## src/rtl/pattern_scan_ctrl.sv

```systemverilog
// rtl/pattern_scan_ctrl.sv - X-step counter sequencer for rectangular pattern scans
//
// Walks a rectangular region line by line. It seeds and steps an external
// registered X counter, then presents each (x, y) coordinate downstream over a
// valid/ready handshake.
//
// Optional feature macro: PATTERN_SCAN_ABORT_EN (adds the abort input).
//
// Ports:
//   clk, rst_n          clock, asynchronous active-low reset
//   start               scan request, sampled in IDLE only
//   x_start, x_end      first / last (inclusive) X of each line
//   y_lines             number of lines to scan
//   step_mode           X step per pixel: 00=0, 01=1, 10=4, 11=8
//   cnt_out             registered counter result (candidate X)
//   pix_ready           downstream accepts the current pixel
//   cnt_enb, Xmode,     counter control; decoded from state and the accept
//   LoadVal             condition, zero whenever the counter is not used
//   pix_x, pix_y        current pixel coordinate
//   pix_valid           pixel coordinate valid
//   busy                scan in progress
//   done                one-cycle completion pulse
//   abort               (PATTERN_SCAN_ABORT_EN only) return to IDLE at once
module pattern_scan_ctrl #(
  parameter int W = 12
) (
  input  logic         clk,
  input  logic         rst_n,
  input  logic         start,
  input  logic [W-1:0] x_start,
  input  logic [W-1:0] x_end,
  input  logic [W-1:0] y_lines,
  input  logic [1:0]   step_mode,
  input  logic [W-1:0] cnt_out,
  input  logic         pix_ready,
  output logic         cnt_enb,
  output logic [1:0]   Xmode,
  output logic [W-1:0] LoadVal,
  output logic [W-1:0] pix_x,
  output logic [W-1:0] pix_y,
  output logic         pix_valid,
  output logic         busy,
  output logic         done
`ifdef PATTERN_SCAN_ABORT_EN
  ,
  input  logic         abort
`endif
);

  typedef enum logic [2:0] {
    S_IDLE,
    S_SEED,
    S_CAPT,
    S_EMIT,
    S_LINE,
    S_DONE
  } state_t;

  state_t       state;
  state_t       state_nx;
  logic [W-1:0] x_start_q;
  logic [W-1:0] x_end_q;
  logic [W-1:0] y_lines_q;
  logic [1:0]   step_q;
  logic         first_q;     // next captured X is the first pixel of the line
  logic         abort_hit;
  logic         accept;
  logic         line_end;
  logic [W-1:0] y_next;

`ifdef PATTERN_SCAN_ABORT_EN
  assign abort_hit = abort && (state != S_IDLE);
`else
  assign abort_hit = 1'b0;
`endif

  assign accept = (state == S_EMIT) && pix_valid && pix_ready;

  // A candidate below the previous X can only come from the counter wrapping
  // past 2^W, so it also ends the line.
  assign line_end = (cnt_out > x_end_q) || (!first_q && (cnt_out < pix_x));

  assign y_next = pix_y + 1'b1;

  always_comb begin
    state_nx = state;
    cnt_enb  = 1'b0;
    Xmode    = 2'b00;
    LoadVal  = '0;
    case (state)
      S_IDLE: begin
        if (start) begin
          state_nx = (y_lines == '0) ? S_DONE : S_SEED;
        end
      end
      S_SEED: begin
        // Step 0 makes the counter return x_start unchanged.
        cnt_enb  = 1'b1;
        LoadVal  = x_start_q;
        state_nx = S_CAPT;
      end
      S_CAPT: begin
        state_nx = line_end ? S_LINE : S_EMIT;
      end
      S_EMIT: begin
        if (accept) begin
          if (step_q == 2'b00) begin
            state_nx = S_LINE;
          end else begin
            cnt_enb  = 1'b1;
            Xmode    = step_q;
            LoadVal  = pix_x;
            state_nx = S_CAPT;
          end
        end
      end
      S_LINE: begin
        state_nx = (y_next == y_lines_q) ? S_DONE : S_SEED;
      end
      S_DONE: begin
        state_nx = S_IDLE;
      end
      default: begin
        state_nx = S_IDLE;
      end
    endcase
    if (abort_hit) begin
      state_nx = S_IDLE;
      cnt_enb  = 1'b0;
      Xmode    = 2'b00;
      LoadVal  = '0;
    end
  end

  always_ff @(posedge clk or negedge rst_n) begin
    if (!rst_n) begin
      state     <= S_IDLE;
      x_start_q <= '0;
      x_end_q   <= '0;
      y_lines_q <= '0;
      step_q    <= 2'b00;
      first_q   <= 1'b0;
      pix_x     <= '0;
      pix_y     <= '0;
      pix_valid <= 1'b0;
      busy      <= 1'b0;
      done      <= 1'b0;
    end else begin
      state     <= state_nx;
      busy      <= (state_nx != S_IDLE);
      pix_valid <= (state_nx == S_EMIT);
      // The pulse follows the DONE state by one cycle, once the scan is over.
      done      <= (state == S_DONE) && !abort_hit;
      if (abort_hit) begin
        first_q <= 1'b0;
        pix_x   <= '0;
        pix_y   <= '0;
      end else begin
        case (state)
          S_IDLE: begin
            if (start) begin
              x_start_q <= x_start;
              x_end_q   <= x_end;
              y_lines_q <= y_lines;
              step_q    <= step_mode;
              pix_y     <= '0;
            end
          end
          S_SEED: first_q <= 1'b1;
          S_CAPT: begin
            if (!line_end) begin
              pix_x <= cnt_out;
            end
          end
          S_EMIT: begin
            if (accept) begin
              first_q <= 1'b0;
            end
          end
          S_LINE: pix_y <= y_next;
          default: begin
          end
        endcase
      end
    end
  end

endmodule

```

## config.mk

```make
export PLATFORM = sky130hd
export DESIGN_NAME = pattern_scan_ctrl
export DESIGN_NICKNAME = d
export VERILOG_FILES = /design/src/rtl/pattern_scan_ctrl.sv
export SDC_FILE = /design/constraint.sdc
export NUM_CORES = 1
export LEC_CHECK = 0
export CORE_AREA = 2 2 101 103
export DETAILED_ROUTE_END_ITERATION = 10
export DIE_AREA = 0 0 103 105
export HOLD_SLACK_MARGIN = 0.15
export PLACE_DENSITY_LB_ADDON = 0.05
export SETUP_SLACK_MARGIN = 0.05
export SLEW_MARGIN = 20
export SYNTH_ARGS = -nofsm -noshare
export SYNTH_HDL_FRONTEND = slang
export SYNTH_SLANG_ARGS = --single-unit
```

## constraint.sdc

```tcl
create_clock -name clk -period 3.6 [get_ports clk]
set_clock_uncertainty 0.1 [all_clocks]
set_input_delay 0.36 -clock clk [delete_from_list [all_inputs] [get_ports clk]]
set_output_delay 0.36 -clock clk [all_outputs]
set_load 0.01 [all_outputs]
```

* Yosys cells after proc, flatten, opt, wreduce, memory -nomap -nowiden
Index checks and enable logic that the tools add are counted.
** Cells by class
- Bitwise logic cells :: 1
- Add/subtract/negate cells :: 1
- Reduce and logical (&&, ||, !) cells :: 15
- Eq/ne operators :: 9
- Multiplexer cells :: 20
- Magnitude comparators :: 2
** Operator list (count)
- $pmux 12 s2 :: 2
- $mux 12 :: 3
- $mux 3 :: 6
- $pmux 3 s5 :: 1
- $add 12x1->12 const B :: 1
- $eq 12x12->1 :: 1
- $gt 12x12->1 :: 1
- $logic_not 12->1 :: 1
- $lt 12x12->1 :: 1
- $eq 3x2->1 const B :: 3
- $reduce_and 2->1 :: 4
- $eq 3x3->1 const B :: 2
- $mux 2 :: 3
- $ne 2x2->1 const B :: 2
- $pmux 1 s2 :: 2
- $reduce_bool 2->1 :: 2
- $eq 3x1->1 const B :: 1
- $logic_and 1x1->1 :: 3
- $logic_not 3->1 :: 1
- $mux 1 :: 3
- $reduce_bool 3->1 :: 1
- $logic_not 2->1 :: 1
- $logic_not 1->1 :: 1
- $logic_or 1x1->1 :: 1
- $not 1->1 :: 1
** Word-level totals
- Word-level logic and storage cells :: 59
- Input bits :: 54
- Flip-flop bits (word level) :: 69
- Output and inout bits :: 42

* Logic depth before layout (Yosys ltp)
- Depth in word-level cells :: 6
- Gate-level depth with buffers :: 9
- Gate-level depth less buffers :: 8

* Least setup slack after synthesis
Ideal clock, no wire load.
- Path kind :: register to register
- Start point :: reg pix_x[10]
- End point :: reg pix_x[10]
- Slack :: 1024 ps
- Required time :: 3375 ps
- Period minus slack after synthesis :: 2576 ps
- Setup time :: 125 ps
- Buffers on the path :: 1
- Arrival :: 2351 ps
- Stages on the path, launching flop included :: 10
- Cells stage by stage :: dfrtp_1 inv_1 ha_1 and4_1 nand2_1 a221o_1 and3_1 or4_4 buf_6 mux2_4
** On the way
- Longest elaborated chain between the ends :: 5
** Ends and longest elaborated chain
- start, declared :: RTL line 39 : output logic [W-1:0] pix_x,
- start signal, assigned :: RTL line 172 : pix_x <= cnt_out;
- $lt 12x12->1 :: RTL line 81 : assign line_end = (cnt_out > x_end_q) || (!first_q && (cnt_out < pix_x));
- $logic_and 1x1->1 :: RTL line 81
- $logic_or 1x1->1 :: RTL line 81
- $not 1->1 (no source line)
- $reduce_and 2->1 (no source line)
Every way passes these cells.
A chain may end at the register's enable or synchronous reset.

* Final worst setup path
- Start point :: reg state[2]
- End point :: out cnt_enb
** On the way
- Longest elaborated chain between the ends :: 5
- Elaborated cells between the ends (all ways) :: 6
- Those cells by class :: eq/ne (2); mux (2); reduce/logical (2)
** Ends and longest elaborated chain
- start, declared :: RTL line 59 : state_t state;
- start signal, assigned :: RTL line 149 : state <= state_nx;
- $eq 3x2->1 :: RTL line 77, 90
- $logic_and 1x1->1 (2 in a row) :: RTL line 77 : assign accept = (state == S_EMIT) && pix_valid && pix_ready;
- $mux 1 :: RTL line 106 : if (accept) begin
- $pmux 1 s2 * :: RTL line 90 : case (state)
- end, declared :: RTL line 36 : output logic cnt_enb,
Every way passes the cells marked *; elsewhere a longest branch is shown, timed or not.

==> key figures <==
Power and ir drop
  – Max VDD drop: 0.3418 mV
  – Power density over cell area: 732.1 nW/µm²
  – Leak: 2.238 nW

Detailed routing
  – Initial drt markers: 138
  – Post-DRT Antenna Nets: 0
  – Vias per cell: between 5 and 6
  – Vias: around 3,100
  – Drt drc: 0
  – Total routed wirelength: 9653 µm
  – Drt pass-1 iters: 6
  – Wire per inst: 16.09 µm

STA
  – Worst-margin pin slew: 0.9558 ns
  – Max_slew headroom: between 30% and 40%
  – Final setup vio count: 0
  – Achievable clock frequency: 335.3 MHz
  – Setup WS post-layout: 0.6175 ns
  – RSZ-0062 raised after global routing: false
  – Fin crit period: just under 3 ns
  – Count of final max-slew check failures: 0
  – Period utilization: 82.85%
  – Final Hold Viols: 0
  – Setup tns final: 0 ns

Synthesis
  – Ys Warns: 0
  – Synth cell types: 48
  – Register area share after synthesis: a little under half
  – #FFs+latches synth: 69
  – Syn Area/Cell: 10.49 µm²
  – Synth Cell Area: 3829 µm²
  – Synthesized Nets: between 400 and 500
  – Cells after Synth: around 370
  – Main synth FF type: dfrtp_1
  – Asr flop ratio synth: 100.0%
  – EDFF count, synth: 0

Clock tree
  – CTS clk-pin slew, worst paths: 0.07 ns
  – Root buffer cell: clkbuf_8
  – Clk_lat worst skew: 0.34 ns
  – CTS Buf Count: 9
  – TritonCTS clock tree: yes
  – Worst-case clock buffer depth: 2
  – Number of clock sinks: 69
  – H-tree depth: 3

Global route
  – All-Layer GR Usage: 18.71%
  – Initial antenna violation count: 0
  – Vias in the first global route: 3,098
  – Total gr overflow: 0
  – Pin count of the biggest net entering global routing: 44
  – Global-route wire length before repair: 15,660 µm

Min path
  – HP Class: reg -> reg

Place
  – DP HPWL: 7205 µm
  – Placed insts: 583
  – Routability cong.: 0.7819
  – Port Buf Inserts: 95
  – Dpl ws: between 0.4 and 0.5 ns

Worst setup path
  – Worst Setup Start Kind: register
  – Kind of critical path: reg -> out
  – Crit path max fanout: 10
  – WP data arrival: 2.52 ns
  – Crit. End Element: output pin
  – Worst EP required: 3.14 ns
  – Register-to-register setup slack: 0.92 ns

Layout
  – Non-Filler Instances: 600
  – N_diodes: 0
  – Final core utilization: ~53%
  – Nets: 540
  – Area of the multi-input gates: 1931 µm²
  – Sequential Area: 1727 µm²
  – Layout cell share with drive strength beyond 1: 13.92%
  – Area Overhead vs Synth: 33.66%
  – # fillers: 951
  – Commonest non-fill, non-tap cell in the layout: clkdlybuf4s50_1
  – Most frequent cells in the layout: clkdlybuf4s50_1 (94), dfrtp_1 (69), o21ai_0 (34)

Run status
  – Status: finished clean

Floorplan
  – IO Pins: 96
  – Initial Util: 39.72%
  – Die Y-Extent: 105 µm
  – Row cnt: 36
  – Die Area: 10,820 µm²
  – Core Region: 9639 µm²
  – Die Wd: 103 µm

Flow run
  – Max-Cap Viols: 0
[routing by layer]
layer,GRT usage [%],share of wire [%]
met4,6.203,1.7
met3,3.746,3.5
met5,0,0
met1,23.49,44
met2,31.73,51
[path summary, 6_finish.rpt]
check                               end      from  cells after the start
max                             cnt_enb  state[2]                      6
min                             first_q   first_q                      1
min in group asynchronous  x_start_q[3]     rst_n                      2
max reg2reg                    pix_x[8]  pix_x[5]                      8
max in group asynchronous  y_lines_q[2]     rst_n                      3
min reg2reg                     first_q   first_q                      1
[sequential cells by signal (all words and copies together), names as in the netlist]
signal and flops:
pix_x 12, first_q 1, y_lines_q 12, pix_valid 1, done 1, x_end_q 12, x_start_q 12, busy 1
state 3, step_q 2, pix_y 12
[what timing repair did]
action | 4_1_cts | 5_1_grt
hold endpoints to repair | 41 | 0
hold buffers | 1 | 0
buffers inserted | 0 | 0
gates resized for setup | 0 | 0
[layout make-up]
type,instances,share of cell area (%)
repair buffers,102,19.61
multi-input cells,250,37.73
clock buffers,12,3.032
flip-flops and latches,69,33.74
inverters,30,2.200
well taps,133,3.252
clock inverters,4,0.4401
[synth_stat cells, types with 2 or more instances]
cell type   n  share of area (%)
dfrtp_1    69                 45
and3_1      4               0.65
and4_1      5                1.1
nand2_1    28                2.7
xnor2_1     6                1.4
a21oi_1    10                1.3
ha_1       24                7.8
a22o_1     12                2.7
and2_1      3               0.49
nand4_1     6               0.98
nand3_1     8                1.0
o31ai_1     5               0.98
xor2_1      8                1.8
inv_1      30                2.9
o21bai_1    2               0.39
a21o_1      3               0.59
nor2b_1     3               0.49
nor2_1     11                1.1
o311a_1     2               0.52
nor3b_1     2               0.39
mux2_2     27                7.9
nand2b_1    6               0.98
nor3_1      3               0.39
clkbuf_1   13                1.3
a211oi_1    3               0.59
o21ai_0    35                4.6
o41ai_1     2               0.46
mux2_4      9                3.5
buf_2       2               0.26
nor4_1      6               0.98
[logic make-up (layout without fill, tap and decap cells)]
| family | after synthesis | count (layout) | synth area share, % |
|---|---|---|---|
| xor+xnor | 14 | 14 | 3.203 |
| compound gates | 85 | 85 | 14.77 |
| simple gates | 90 | 90 | 12.58 |
| buf+inv | 46 | 148 | 4.771 |
| flops | 69 | 69 | 45.10 |
| mux | 37 | 37 | 11.73 |
| fa+ha+maj | 24 | 24 | 7.843 |
[critical path: stages, from the launching register on]
cell,delay (ns)
dfrtp_1,0.50
nor2b_1,0.25
nand2b_1,0.12
nor2_1,0.35
buf_4,0.27
or2_2,0.15
clkdlybuf4s50_1,0.55
[through the flow]
step	power [W]	instance area (µm²)	hold WS [ns]
detailed placement	0.003192	4927	0.3739
global placement	0.003163	4927	0.3829
floorplan	0.002492	3829	-0.03559
global route	0.004047	5117	0.4185
CTS	0.003801	5115	0.4000
finish	0.003747	5117	0.3980
[report_power, final]
group	total, W	switching [W]	internal [W]
clock network	0.000586	0.000301	0.000285
logic	0.00179	0.000802	0.000986
registers	0.00137	0.000260	0.00111
total	0.00375	0.00136	0.00238
Note: power is estimated with default switching activity, not from simulation.
